**config.mk**
```make
export PLATFORM = sky130hd
export DESIGN_NAME = seq_divider
export DESIGN_NICKNAME = d
export VERILOG_FILES = /design/src/rtl/seq_divider.sv
export SDC_FILE = /design/constraint.sdc
export NUM_CORES = 1
export LEC_CHECK = 0
export ABC_AREA = 0
export CORE_MARGIN = 2
export CORE_UTILIZATION = 40
export CTS_BUF_LIST = sky130_fd_sc_hd__clkbuf_16
export DETAILED_ROUTE_END_ITERATION = 7
export HOLD_SLACK_MARGIN = 0.12
export SLEW_MARGIN = 30
export SYNTH_ARGS = -nofsm -noshare
export SYNTH_HDL_FRONTEND = slang
export SYNTH_SLANG_ARGS = --single-unit
```
**constraint.sdc**
```tcl
create_clock -name clk -period 2.4 [get_ports clk]
set_input_delay 0.48 -clock clk [delete_from_list [all_inputs] [get_ports clk]]
set_output_delay 0.48 -clock clk [all_outputs]
set_load 0.005 [all_outputs]
```
**src/rtl/seq_divider.sv**
```systemverilog
// Multi-cycle unsigned restoring divider: one quotient bit per clock.
// Zero divisor completes immediately with an all-ones quotient and the dividend as remainder.
module seq_divider #(
  parameter int unsigned WIDTH = 8
) (
  input  logic             clk,
  input  logic             rst,
  input  logic             start,
  input  logic [WIDTH-1:0] dividend,
  input  logic [WIDTH-1:0] divisor,
  output logic             busy,
  output logic             done,
  output logic [WIDTH-1:0] quotient,
  output logic [WIDTH-1:0] remainder,
  output logic             div_by_zero
);

  localparam int unsigned CNT_W = $clog2(WIDTH);

  localparam logic [0:0] IDLE = 1'b0;
  localparam logic [0:0] RUN  = 1'b1;

  logic [0:0]       state, state_nxt;
  logic [WIDTH:0]   rem_r, rem_nxt;
  logic [WIDTH-1:0] q_r, q_nxt;
  logic [WIDTH-1:0] d_r, d_nxt;
  logic [CNT_W-1:0] cnt, cnt_nxt;
  logic             busy_nxt, done_nxt, dbz_nxt;
  logic [WIDTH-1:0] quotient_nxt, remainder_nxt;

  logic [WIDTH:0]   trial;
  logic [WIDTH+1:0] diff;
  logic             borrow;
  logic [WIDTH:0]   r_step;
  logic [WIDTH-1:0] q_step;

  // One restoring iteration: shift in the next dividend bit, trial-subtract the divisor.
  always_comb begin
    trial  = {rem_r[WIDTH-1:0], q_r[WIDTH-1]};
    diff   = {1'b0, trial} - {2'b00, d_r};
    borrow = diff[WIDTH+1];
    r_step = borrow ? trial : diff[WIDTH:0];
    q_step = {q_r[WIDTH-2:0], ~borrow};
  end

  // Next-state and registered-output logic.
  always_comb begin
    state_nxt     = state;
    rem_nxt       = rem_r;
    q_nxt         = q_r;
    d_nxt         = d_r;
    cnt_nxt       = cnt;
    busy_nxt      = busy;
    done_nxt      = 1'b0;
    dbz_nxt       = div_by_zero;
    quotient_nxt  = quotient;
    remainder_nxt = remainder;

    case (state)
      IDLE: begin
        if (start) begin
          if (divisor == '0) begin
            done_nxt      = 1'b1;
            dbz_nxt       = 1'b1;
            quotient_nxt  = '1;
            remainder_nxt = dividend;
          end else begin
            rem_nxt   = '0;
            q_nxt     = dividend;
            d_nxt     = divisor;
            cnt_nxt   = CNT_W'(WIDTH - 1);
            dbz_nxt   = 1'b0;
            busy_nxt  = 1'b1;
            state_nxt = RUN;
          end
        end
      end
      RUN: begin
        rem_nxt = r_step;
        q_nxt   = q_step;
        cnt_nxt = cnt - CNT_W'(1);
        if (cnt == '0) begin
          quotient_nxt  = q_step;
          remainder_nxt = r_step[WIDTH-1:0];
          done_nxt      = 1'b1;
          busy_nxt      = 1'b0;
          state_nxt     = IDLE;
        end
      end
      default: state_nxt = IDLE;
    endcase
  end

  always_ff @(posedge clk) begin
    if (rst) begin
      state       <= IDLE;
      rem_r       <= '0;
      q_r         <= '0;
      d_r         <= '0;
      cnt         <= '0;
      busy        <= 1'b0;
      done        <= 1'b0;
      div_by_zero <= 1'b0;
      quotient    <= '0;
      remainder   <= '0;
    end else begin
      state       <= state_nxt;
      rem_r       <= rem_nxt;
      q_r         <= q_nxt;
      d_r         <= d_nxt;
      cnt         <= cnt_nxt;
      busy        <= busy_nxt;
      done        <= done_nxt;
      div_by_zero <= dbz_nxt;
      quotient    <= quotient_nxt;
      remainder   <= remainder_nxt;
    end
  end

endmodule
```
==> run_results.csv <==
group,metric,value,unit
cells_and_area,area_delta_synth_final,25.27,%
global_routing,track_usage,19.40,%
worst_setup_path,critPathLaunchType,"flip-flop",
power,power_frac_comb,30.8,%
yosys,synthArstFlopShare,0,%
worst_setup_path,end_kind,"flip-flop",
yosys,synthTopCellsByArea,"dfxtp_1, a21oi_1, ha_1, nand2_1, nor2_1",
power,vdd_drop_max,0.0004108,V
die,ioPinCount,38,
placement,dpl_cell_area,0.002957,mm^2
worst_hold_path,hold-path-endpoint,"d_r[4]",
flow_run,maxCapViolCount,0,
route,first_pass_iters,4,
cts,path_clk_slew,0.07,ns
yosys,yosysTopAreaCell,"dfxtp_1",
cells_and_area,nFillCells,586,
timing,post-route-min-period,2.165,ns
yosys,synth.avg_cell_area,8.281,um^2
timing,post-route-period-util,90.20,%
die,fp.dieH,82.68,um
yosys,synth_ff_type,"dfxtp_1",
yosys,yosysWarningCount,0,
worst_setup_path,path_max_fanout,4,
power,switchingPower,0.0007445,W
worst_setup_path,r2r_cells,8,
timing,skew,0.008365,ns
power,clkPwrFrac,30.0,%
global_routing,antenna_found_initial,0,
placement,gp_congestion,0.8768,
route,drt_iter0_drc,114,
timing,relSlewSlack,52.31,%
route,avgRoutedWirePerCell,14.87,um
route,ant_nets,0,
cts,clock_latency,0.29,ns
yosys,yosysMostFrequentCell,"dfxtp_1",
placement,dp_hpwl,4482,um
timing,hold_violations,0,
yosys,synthCells,299,
yosys,netlist_area,0.002476,mm^2
yosys,synth_top_area_share,38.00,%
power,internal_power,0.001525,W
cts,cts_buffers,5,
die,die_area,0.006836,mm^2
power,cellLeakagePower,1.183,nW
yosys,synth_edf_count,0,
power,p_sw_share,32.80,%
timing,setup-violations-final,0,
yosys,syn_nets,329,
worst_setup_path,r2r_end,"rem_r[6]",
global_routing,grt_pass1_wl,10170,um
yosys,synth_commonest_cells,"dfxtp_1, nand2_1, a21oi_1, nor2_1, inv_1",
route,dr_total_vias,2257,
route,routed_wl,6173,um
placement,portBuffers,37,
power,seqPwrFrac,39.2,%
cts,h-tree-depth,2,
timing,holdWs,0.4537,ns
cts,cts_tree,"built",
yosys,ys_ff_latch,47,
global_routing,grt_overflow,0,
cells_and_area,diodes,0,
worst_hold_path,hold_class,"reg2reg",
power,finalPower,0.002270,W
die,start_util,41.58,%
status,outcome,"complete, no violations",
cells_and_area,nNetsFinal,369,
cts,cts-root-buf,"clkbuf_16",
worst_setup_path,crit_arrival,2.40,ns
power,p_per_area,731.8,mW/mm^2
worst_setup_path,reg2reg_from,"q_r[7]",
worst_setup_path,crit_type,"reg2reg",
worst_setup_path,required,2.63,ns
route,via_per_inst,5.439,
yosys,synth_seq_area_share,38.00,%
yosys,ys_types,56,
die,die_w,82.68,um
cells_and_area,fin_area,0.003102,mm^2
cts,clock_path_buffers,2,
die,design.core.area,0.005956,mm^2
worst_hold_path,whs_path_depth,2,
cts,post-cts-setup-buffers,0,
cells_and_area,utilization,52.08,%
cts,clock_sinks,47,
die,core.rowCount,28,
timing,slew_viol_final,0,
route,drc,0,
timing,fin_tns_setup,0,ns
timing,fmax,461.9,MHz
timing,rsz0062_at_grt,"false",
global_routing,grt_start_max_net_pins,39,
cells_and_area,drive_above_1_share,9.118,%
global_routing,grt_pass1_vias,2113,
worst_setup_path,rrSetupSlack,0.24,ns
worst_hold_path,holdCritStartpoint,"d_r[4]",
timing,worst_slew_pin_slew,0.7153,ns
-- power groups by stage --
stage                     registers, W  logic, W  clock network (W)
final                         0.000890  0.000698           0.000681
after global routing          0.000898  0.000775           0.000732
after CTS                     0.000891  0.000696           0.000696
after detailed placement      0.000907  0.000693                  0
after global placement        0.000908  0.000691                  0
after floorplan               0.000897  0.000488                  0
-- worst max-delay path, cell delays in order (launching register included) --
cell	delay (ns)
dfxtp_1	0.39
inv_1	0.06
ha_1	0.22
fa_1	0.41
nand2b_1	0.20
a2111o_1	0.38
o311ai_1	0.17
o211ai_1	0.17
nand3_1	0.10
-- worst max path at each step --
stage | start | to | slack, ns | cells past startpoint
final | q_r[7] | rem_r[6] | 0.24 | 8
after global routing | q_r[7] | rem_r[6] | 0.06 | 8
after global placement | divisor[0] | remainder[0] | 0.08 | 6
after floorplan | divisor[3] | remainder[1] | 0.42 | 6
after detailed placement | divisor[0] | remainder[0] | 0.05 | 6
after CTS | q_r[7] | rem_r[6] | 0.18 | 8
-- repair_timing --
item / in CTS / in global routing
hold buffers: 0 / 0
resized for setup: 0 / 1
setup endpoints to repair: 0 / 1
endpoints found under the hold margin: 0 / 0
-- cells by family (layout without fill, tap and decap cells) --
logic type | after synthesis | after routing | share of synthesized area [%]
and+or+nand+nor | 105 | 105 | 20.82
AOI/OAI and AO/OA | 93 | 93 | 26.17
DFF | 47 | 47 | 38.00
buffers and inverters | 36 | 77 | 6.468
adders and majority gates | 11 | 11 | 5.862
muxes | 4 | 4 | 1.617
xor gates and xnor gates | 3 | 3 | 1.061
-- flip-flops by register name (all words and copies together), names as in the netlist --
signal / count
busy: 1
cnt: 3
d_r: 8
div_by_zero: 1
done: 1
q_r: 8
quotient: 8
rem_r: 8
remainder: 8
state: 1
-- per-layer routing --
| layer | GRT usage [%] | wire, um | up-vias |
|---|---|---|---|
| met5 | 0 | 0 | - |
| met4 | 6.557 | 65 | 0 |
| met3 | 4.022 | 242 | 6 |
| met2 | 29.03 | 2784 | 50 |
| met1 | 27.63 | 3081 | 1046 |
| li1 | - | - | 1155 |
-- metrics by stage --
stage               worst slack, ns  cells
global route                0.06156    415
finish                       0.2353    415
detailed placement          0.04692    407
floorplan                    0.4182    299
CTS                          0.1834    415
global placement            0.07961    407
-- cells in the final DEF, fill, tap and decap left out, types with 7 or more instances in the layout --
cell	Yosys	routed
a22oi_1	8	8
nand2b_1	8	8
buf_4	3	15
a21oi_1	29	29
nand3b_1	7	7
dfxtp_1	47	47
clkdlybuf4s50_1	0	37
o22ai_1	8	8
ha_1	10	10
nand2_1	31	31
inv_1	17	17
nor2_1	27	27
-- cell type report --
cell class	count	area (um^2)	area share, %
Clock inverter	3	20.02	0.6454
Multi-Input combinational cell	216	1375	44.33
Sequential cell	47	940.9	30.33
Timing Repair Buffer	52	483.0	15.57
Inverter	17	63.81	2.057
Tap cell	75	93.84	3.025
Clock buffer	5	125.1	4.034
(Power assumes the default switching activity.)
